**config.mk**
```make
export PLATFORM = sky130hd
export DESIGN_NAME = jtcps1_gfx_arbiter
export DESIGN_NICKNAME = d
export VERILOG_FILES = /design/src/rtl/jtcps1_pkg.sv /design/src/rtl/jtcps1_gfx_slot.sv /design/src/rtl/jtcps1_gfx_arbiter.sv
export SDC_FILE = /design/constraint.sdc
export NUM_CORES = 1
export LEC_CHECK = 0
export BUFFER_PORTS_ARGS = -buffer_cell sky130_fd_sc_hd__clkbuf_2
export CORE_MARGIN = 3
export CORE_UTILIZATION = 49
export CTS_BUF_LIST = sky130_fd_sc_hd__clkbuf_4
export CTS_CLUSTER_DIAMETER = 100
export DETAILED_ROUTE_END_ITERATION = 8
export GPL_TIMING_DRIVEN = 1
export PLACE_DENSITY = 0.74
export REMOVE_ABC_BUFFERS = 1
export SETUP_SLACK_MARGIN = 0.15
export SYNTH_ARGS = -nofsm -noshare
export SYNTH_HDL_FRONTEND = slang
export SYNTH_SLANG_ARGS = --single-unit
```
**constraint.sdc**
```tcl
create_clock -name clk -period 21 [get_ports clk]
set_clock_uncertainty 0.1 [all_clocks]
set_input_delay 2.1 -clock clk [delete_from_list [all_inputs] [get_ports clk]]
set_output_delay 2.1 -clock clk [all_outputs]
set_load 0.02 [all_outputs]
```
**src/rtl/jtcps1_pkg.sv**
```systemverilog
// jtcps1_pkg: shared constants, FSM encoding and round-robin helper for the CPS1 GFX arbiter.
package jtcps1_pkg;
    localparam int NREQ   = 3;
    localparam int GFX_AW = 27;

    typedef enum logic {IDLE = 1'b0, WAIT = 1'b1} state_t;

    // Returns the pending requester closest after 'last' in 1->2->3->1 order
    function automatic logic [1:0] rr_pick(input logic [NREQ-1:0] pend, input logic [1:0] last);
        int idx;
        rr_pick = last;
        for (int k = NREQ; k >= 1; k--) begin
            idx = (int'(last) + k) % NREQ;
            if (pend[idx]) rr_pick = 2'(idx);
        end
    endfunction
endpackage

```
**src/rtl/jtcps1_gfx_slot.sv**
```systemverilog
// jtcps1_gfx_slot: per-requester tag/data cache entry with combinational ok and pending.
module jtcps1_gfx_slot
    import jtcps1_pkg::*;
(
    input  logic        clk,
    input  logic        rst,
    input  logic [22:0] addr,
    input  logic [3:0]  bank,
    input  logic        half,
    input  logic        cs,
    input  logic        grant,
    input  logic        fill,
    input  logic [31:0] fill_data,
    output logic        ok,
    output logic        pending,
    output logic [31:0] data
);
    logic [27:0] tag;
    logic        valid;

    always_ff @(posedge clk or posedge rst) begin
        if (rst) begin
            tag   <= '0;
            data  <= '0;
            valid <= 1'b0;
        end else begin
            if (grant) begin
                tag   <= {bank, addr, half};
                valid <= 1'b0;
            end
            if (fill) begin
                data  <= fill_data;
                valid <= 1'b1;
            end
        end
    end

    assign ok      = cs & valid & ({bank, addr, half} == tag);
    assign pending = cs & ~ok;
endmodule

```
**src/rtl/jtcps1_gfx_arbiter.sv**
```systemverilog
// jtcps1_gfx_arbiter: shares the SDRAM GFX slot among the scroll1/2/3 tilemap ROM requesters.
// Define JTCPS1_GFXARB_FIXPRIO_EN for fixed priority (scroll1 > scroll2 > scroll3) instead of round robin.
module jtcps1_gfx_arbiter
    import jtcps1_pkg::*;
#(
    parameter int            TW   = 8,
    parameter logic [TW-1:0] TOUT = TW'(255)
)(
    input  logic              clk,
    input  logic              rst,
    input  logic [22:0]       rom1_addr,
    input  logic [3:0]        rom1_bank,
    input  logic              rom1_half,
    input  logic              rom1_cs,
    output logic              rom1_ok,
    output logic [31:0]       rom1_data,
    input  logic [22:0]       rom2_addr,
    input  logic [3:0]        rom2_bank,
    input  logic              rom2_half,
    input  logic              rom2_cs,
    output logic              rom2_ok,
    output logic [31:0]       rom2_data,
    input  logic [22:0]       rom3_addr,
    input  logic [3:0]        rom3_bank,
    input  logic              rom3_half,
    input  logic              rom3_cs,
    output logic              rom3_ok,
    output logic [31:0]       rom3_data,
    output logic [GFX_AW-1:0] sdram_addr,
    output logic              sdram_half,
    output logic              sdram_cs,
    input  logic              sdram_ok,
    input  logic [31:0]       sdram_data,
    output logic              tout_err
);
    logic [NREQ-1:0][22:0] addr;
    logic [NREQ-1:0][3:0]  bank;
    logic [NREQ-1:0][31:0] data;
    logic [NREQ-1:0]       half, cs, ok, pend;
    logic [1:0]            pick, sel;
    logic [TW-1:0]         cnt;
    logic                  grant, done, abort;
    state_t                state, state_nx;

    assign addr = {rom3_addr, rom2_addr, rom1_addr};
    assign bank = {rom3_bank, rom2_bank, rom1_bank};
    assign half = {rom3_half, rom2_half, rom1_half};
    assign cs   = {rom3_cs, rom2_cs, rom1_cs};
    assign {rom3_ok, rom2_ok, rom1_ok} = ok;
    assign rom1_data = data[0];
    assign rom2_data = data[1];
    assign rom3_data = data[2];

    for (genvar i = 0; i < NREQ; i++) begin : g_slot
        jtcps1_gfx_slot u_slot (
            .clk       (clk),
            .rst       (rst),
            .addr      (addr[i]),
            .bank      (bank[i]),
            .half      (half[i]),
            .cs        (cs[i]),
            .grant     (grant && pick == 2'(i)),
            .fill      (done && sel == 2'(i)),
            .fill_data (sdram_data),
            .ok        (ok[i]),
            .pending   (pend[i]),
            .data      (data[i])
        );
    end

`ifdef JTCPS1_GFXARB_FIXPRIO_EN
    assign pick = pend[0] ? 2'd0 : pend[1] ? 2'd1 : 2'd2;
`else
    logic [1:0] last;

    assign pick = rr_pick(pend, last);

    // Index 0 is scroll1, so the search after reset begins at scroll2
    always_ff @(posedge clk or posedge rst) begin
        if (rst) last <= 2'd0;
        else if (done) last <= sel;
    end
`endif

    always_comb begin
        state_nx = state;
        grant    = 1'b0;
        done     = 1'b0;
        abort    = 1'b0;
        if (state == IDLE) begin
            grant    = |pend;
            state_nx = grant ? WAIT : IDLE;
        end else if (sdram_ok) begin
            done     = 1'b1;
            state_nx = IDLE;
        end else if (cnt <= TW'(1)) begin
            abort    = 1'b1;
            state_nx = IDLE;
        end
    end

    always_ff @(posedge clk or posedge rst) begin
        if (rst) begin
            state      <= IDLE;
            sel        <= 2'd0;
            cnt        <= '0;
            sdram_addr <= '0;
            sdram_half <= 1'b0;
            sdram_cs   <= 1'b0;
            tout_err   <= 1'b0;
        end else begin
            state <= state_nx;
            if (grant) begin
                sel        <= pick;
                sdram_addr <= {bank[pick], addr[pick]};
                sdram_half <= half[pick];
                sdram_cs   <= 1'b1;
                cnt        <= TOUT;
            end else if (state == WAIT) begin
                cnt <= cnt - TW'(1);
            end
            if (done || abort) sdram_cs <= 1'b0;
            if (abort) tout_err <= 1'b1;
        end
    end
endmodule

```
# After elaboration in Yosys (flattened, before gate mapping)
# Cells that the tools add are included.
# word_totals
mem_count	0
ram_bits	0
in_bits	122
out_inout_bits	129
wordCells	101
romBits	0
latchBits	0
register_bits	226
# op_classes
n_mul	0
order_cmp	5
eq_ne	7
mux	38
addsub	4
div	3
shift	0
bitwise	12
reduce_logical	15
# op_table
operator	count
$lt A32 B4 Y1 const B	3
$mod A32 B3 Y32 const B	3
$eq A28 B28 Y1	3
$bmux W23 S2	1
$mux W1	25
$mux W23	1
$mux W8	2
$reduce_bool A2 Y1	5
$and A1 B1 Y1	9
$bmux W1 S2	4
$bmux W4 S2	1
$le A8 B1 Y1 const B	1
$sub A8 B1 Y8 const B	1
$add A2 B2 Y3 const B	2
$logic_and A1 B1 Y1	6
$mux W2	3
$eq A2 B1 Y1 const B	2
$eq A2 B2 Y1 const B	2
$logic_not A2 Y1	2
$mux W4	1
$add A2 B1 Y3 const B	1
$lt A2 B3 Y1 const B	1
$not A1 Y1	3
$reduce_or A3 Y1	1
$logic_or A1 B1 Y1	1

# Logic depth before layout (Yosys ltp)
# depth
depth_word	14
ltp_mapped	11
ltp_nobuf	8

# Hierarchy
# Synthesis repeated with hierarchy kept, for this count alone.
# unflattened
hier_cells	838
area_unflattened_um2	10416.2
# by_module_without_submodules
module	cells_each	instances	area_each_um2	seq_area_each_um2
jtcps1_gfx_slot	170	3	2567.5	1526.5
jtcps1_gfx_arbiter	328	1	2713.9	1076.0

# Least setup slack after synthesis
# OpenSTA, ideal clock, no wires.
# synth_timing
kind	input to output
start	input rom1_addr[18]
end	output rom1_ok
t_arrival_ns	3.395
path_stages	4
required_time_ns	18.800
n_path_buf	0
setup_slack_ns	15.405
path_cell_list	xnor2_1 > o221ai_1 > or4_1 > nor3_1
# synth_between
elab_chain_len	2
# synth_lines
item	line_no	rtl
start, declared	jtcps1_gfx_arbiter.sv:11	input logic [22:0] rom1_addr,
$eq A28 B28 Y1	jtcps1_gfx_slot.sv:38	assign ok = cs & valid & ({bank, addr, half} == tag);
$and A1 B1 Y1	jtcps1_gfx_slot.sv:38	
end, declared	jtcps1_gfx_arbiter.sv:15	output logic rom1_ok,
# Every way passes these cells.

# Final worst setup path
# layout_timing
start	input rom3_addr[16]
end	register g_slot[1].u_slot.tag[21]
# layout_between
elab_chain_len	12
word_cells_on_any_way	20
classes_between	2 x eq/ne; 13 x mux; 3 x bitwise; 2 x reduce/logical
# layout_lines
item	line_no	rtl
start, declared	jtcps1_gfx_arbiter.sv:23	input logic [22:0] rom3_addr,
$eq A28 B28 Y1 (*)	jtcps1_gfx_slot.sv:38	
$and A1 B1 Y1 (*)	jtcps1_gfx_slot.sv:38	
$not A1 Y1 (*)	jtcps1_gfx_slot.sv:39	assign pending = cs & ~ok;
$and A1 B1 Y1 (*)	jtcps1_gfx_slot.sv:39	
$bmux W1 S2	jtcps1_pkg.sv:14	if (pend[idx]) rr_pick = 2'(idx);
$mux W1 (implied by the code) (2 in series)	jtcps1_pkg.sv:14	
$mux W2 (3 in series)	jtcps1_pkg.sv:14	
$eq A2 B1 Y1	jtcps1_gfx_arbiter.sv:62	.grant (grant && pick == 2'(i)),
$logic_and A1 B1 Y1 (*)	jtcps1_gfx_arbiter.sv:62	
end signal, assigned	jtcps1_gfx_slot.sv:28	tag <= {bank, addr, half};
end, declared	jtcps1_gfx_slot.sv:18	logic [27:0] tag;
# Every way passes the cells marked *; elsewhere a longest branch is shown, timed or not. The select of a mux whose other input is x is not followed.
# A chain may end at the register's enable or synchronous reset.

==> qor.txt <==
Grt total ovfl - 0
Tmin final - 6080 ps
CTS sink cnt - 226
Initial Util - 0.503
Flop2flop setup slack - 16,000 ps
Status - completed
H-Tree Depth - 2
Place WS - 14,370 ps
Reg2reg path depth - 9
Fmax - 164 MHz
Clock transition at path regs - 60 ps
Critical Path, Cell by Cell - clkbuf_2 -> xnor2_1 -> nor4b_1 -> nand4_1 -> o21ai_0 -> o21bai_1 -> a211o_1 -> nor4b_4 -> buf_4 -> mux2_2
Die Span X - 153 um
Post-synth EDFFs - 0
Worst r2r src - g_slot[2].u_slot.tag[17]
Crit path launch - rom3_addr[16]
Clock Root Buffer - clkbuf_4
Hold/Removal Path Class - reg2reg
Hold path depth - 1
CTS max path bufs - 3
Die area - 23,500 sq um
Die Ht - 153 um
Fin. Hold Viols - 0
Synth Area per Inst - 12.8 sq um
Startpoint class of the critical path - input pin
Vias - 8,087
Antenna-violating nets left - 0
Worst Min Path Start - tout_err
Worst Path Required - 21,440 ps
Post-Place Cells - 1,321
Final worst-path setup slack - 14,920 ps
Syn-to-layout area delta - 20.4%
Least-Margin Pin Slew - 1250 ps
# IOs - 251
Total wire length - 29,100 um
Area of the multi-input gates - 4590 sq um
Gr usage total - 0.244
# rows - 53
Slowest Stage Delay on Critical Path - 1010 ps
Synthesis Warnings - 0
Synthesized flop and latch total - 226
Final TNS setup - 0 ps
Post-CTS Hold Fix Bufs - 0
Vias/cell - 5.69
Worst-skew pair later-pin latency - 700 ps
Post-CTS Setup Inserts - 0
Max-cap viol count - 0
DRC - 0
Tcrit/Tclk final - 0.290
Reg2reg end - g_slot[1].u_slot.tag[21]
WP depth - 10
DRT Pass-1 Iters - 4
Sequential fraction of the synthesis area - 0.532
Leakage Power - 6.18 nW
Starting DRC count in detailed routing - 420
Synth Instances - 833
CP delay by family, top - compound AO/OA/AOI/OAI gates
Wire per inst - 20.5 um
Crit path capture - g_slot[1].u_slot.tag[21]
Max Slew Vio Count - 0
Pin count of the biggest net entering global routing - 144
Yosys cell types - 57
Total CTS buffers - 59
Gpl congestion - 0.858
Area of the core - 21,200 sq um
Pwr Density - 167 nW/um^2
VDD IR max - 0.0000978 V
Finished Layout Cells - 1,421
Arrival @ worst endpoint - 6520 ps
Mapped Area - 10,600 sq um
Global-route wire length before repair - 46,300 um
DP Wirelength - 20,300 um
Cts repair resizes - 0
Main flop type after synthesis - dfrtp_1
Layout Nets - 1,233
Async S/R FF share, synth - 1.00
Slew margin rel. - 0.167
Fraction of layout cells with a size suffix above 1 - 0.487
RSZ-0062 raised after global routing - false
CP Max Fanout - 31
Slowest cell on the critical path - a211o_1
Fin Hold WS - 374 ps
Final setup viols - 0
Buffers on Ports - 250
Vias in the first global route - 8,433
Critical path endpoint category - register
CP bufs+invs - 2
Pwr Total - 2.14 mW
Seq. cell area - 5660 sq um
CTS tree - done
Critical setup path kind - in2reg
Initial antenna violation count - 1
# fillers - 1,740
[placed cells by master, fill, tap and decap left out, types with 3 or more instances in the layout]
cell type	instances
o21ai_0	6
ha_1	4
nor2b_1	5
mux2_4	9
a21bo_2	52
clkbuf_2	250
inv_1	48
xnor2_1	23
o211ai_1	31
clkbuf_4	80
a22oi_1	4
buf_4	12
xor2_1	58
o2111ai_1	36
nand2_1	37
nor4_1	16
mux2i_1	3
nor3_1	9
dfrtp_1	226
nor2_1	15
clkinv_2	3
nand4_1	11
o2111ai_2	20
or4_1	3
mux2_2	117
clkinv_1	13
a21oi_1	6
[layer usage]
| metal | global-route usage | up-vias | share of wire |
|---|---|---|---|
| met5 | 0 | - | 0 |
| met4 | 0.0786 | 0 | 0.021 |
| met3 | 0.0674 | 45 | 0.082 |
| met2 | 0.389 | 344 | 0.47 |
| met1 | 0.325 | 4064 | 0.42 |
| li1 | - | 3634 | - |
[kinds of logic after synthesis]
kind of cell | after synthesis | synth area share
buffers and inverters | 98 | 0.0401
adder cells (fa/ha/maj) | 4 | 0.00470
multiplexers | 129 | 0.139
AO/OA/AOI/OAI | 185 | 0.164
XOR/XNOR | 81 | 0.0667
AND/OR/NAND/NOR | 110 | 0.0538
flip-flops | 226 | 0.532
[how the worst min path moves through the flow]
stage / endpoint
6_report: tout_err
5_1_grt: tout_err
4_1_cts: tout_err
3_5_place_dp: tout_err
3_3_place_gp: tout_err
2_1_floorplan: cnt[6]
[cell usage after synthesis, types with 6 or more instances]
library cell	number	area (sq um)
a21bo_2	52	521
a21oi_1	6	30.0
buf_2	17	85.1
clkbuf_1	24	90.1
dfrtp_1	226	5660
inv_1	49	184
mux2_2	117	1320
mux2_4	9	135
nand2_1	37	139
nand4_1	11	68.8
nor2_1	16	60.1
nor3_1	10	50.1
nor4_1	16	100
o2111ai_1	36	315
o2111ai_2	20	300
o211ai_1	31	233
o21ai_0	6	30.0
xnor2_1	23	201
xor2_1	58	508
[stage by stage]
| stage | area, sq um | utilization |
|---|---|---|
| detailed placement | 12100 | 0.573 |
| finish | 12800 | 0.606 |
| CTS | 12800 | 0.606 |
| global route | 12800 | 0.606 |
| floorplan | 10400 | - |
| global placement | 12100 | 0.573 |
[flip-flops by register name, summed over array words and instances (netlist names)]
register             count
sdram_addr              27
sel                      2
cnt                      8
g_slot.u_slot.data      96
g_slot.u_slot.valid      3
last                     2
sdram_half               1
sdram_cs                 1
g_slot.u_slot.tag       84
tout_err                 1
state                    1
[power breakdown]
part | internal (mW) | switching, mW | total [mW]
Sequential | 0.648 | 0.133 | 0.781
Combinational | 0.415 | 0.584 | 0.999
Clock | 0.175 | 0.180 | 0.356
Total | 1.24 | 0.896 | 2.14
[final cells by class]
cell class,instances,area share
clock inverters,19,0.00645
flip-flops and latches,226,0.441
well taps,275,0.0269
repair buffers,262,0.105
clock buffers,80,0.0469
inverters,49,0.0149
multi-input cells,509,0.359
diodes,1,0.000195
Note: power is estimated with default switching activity, not from simulation.
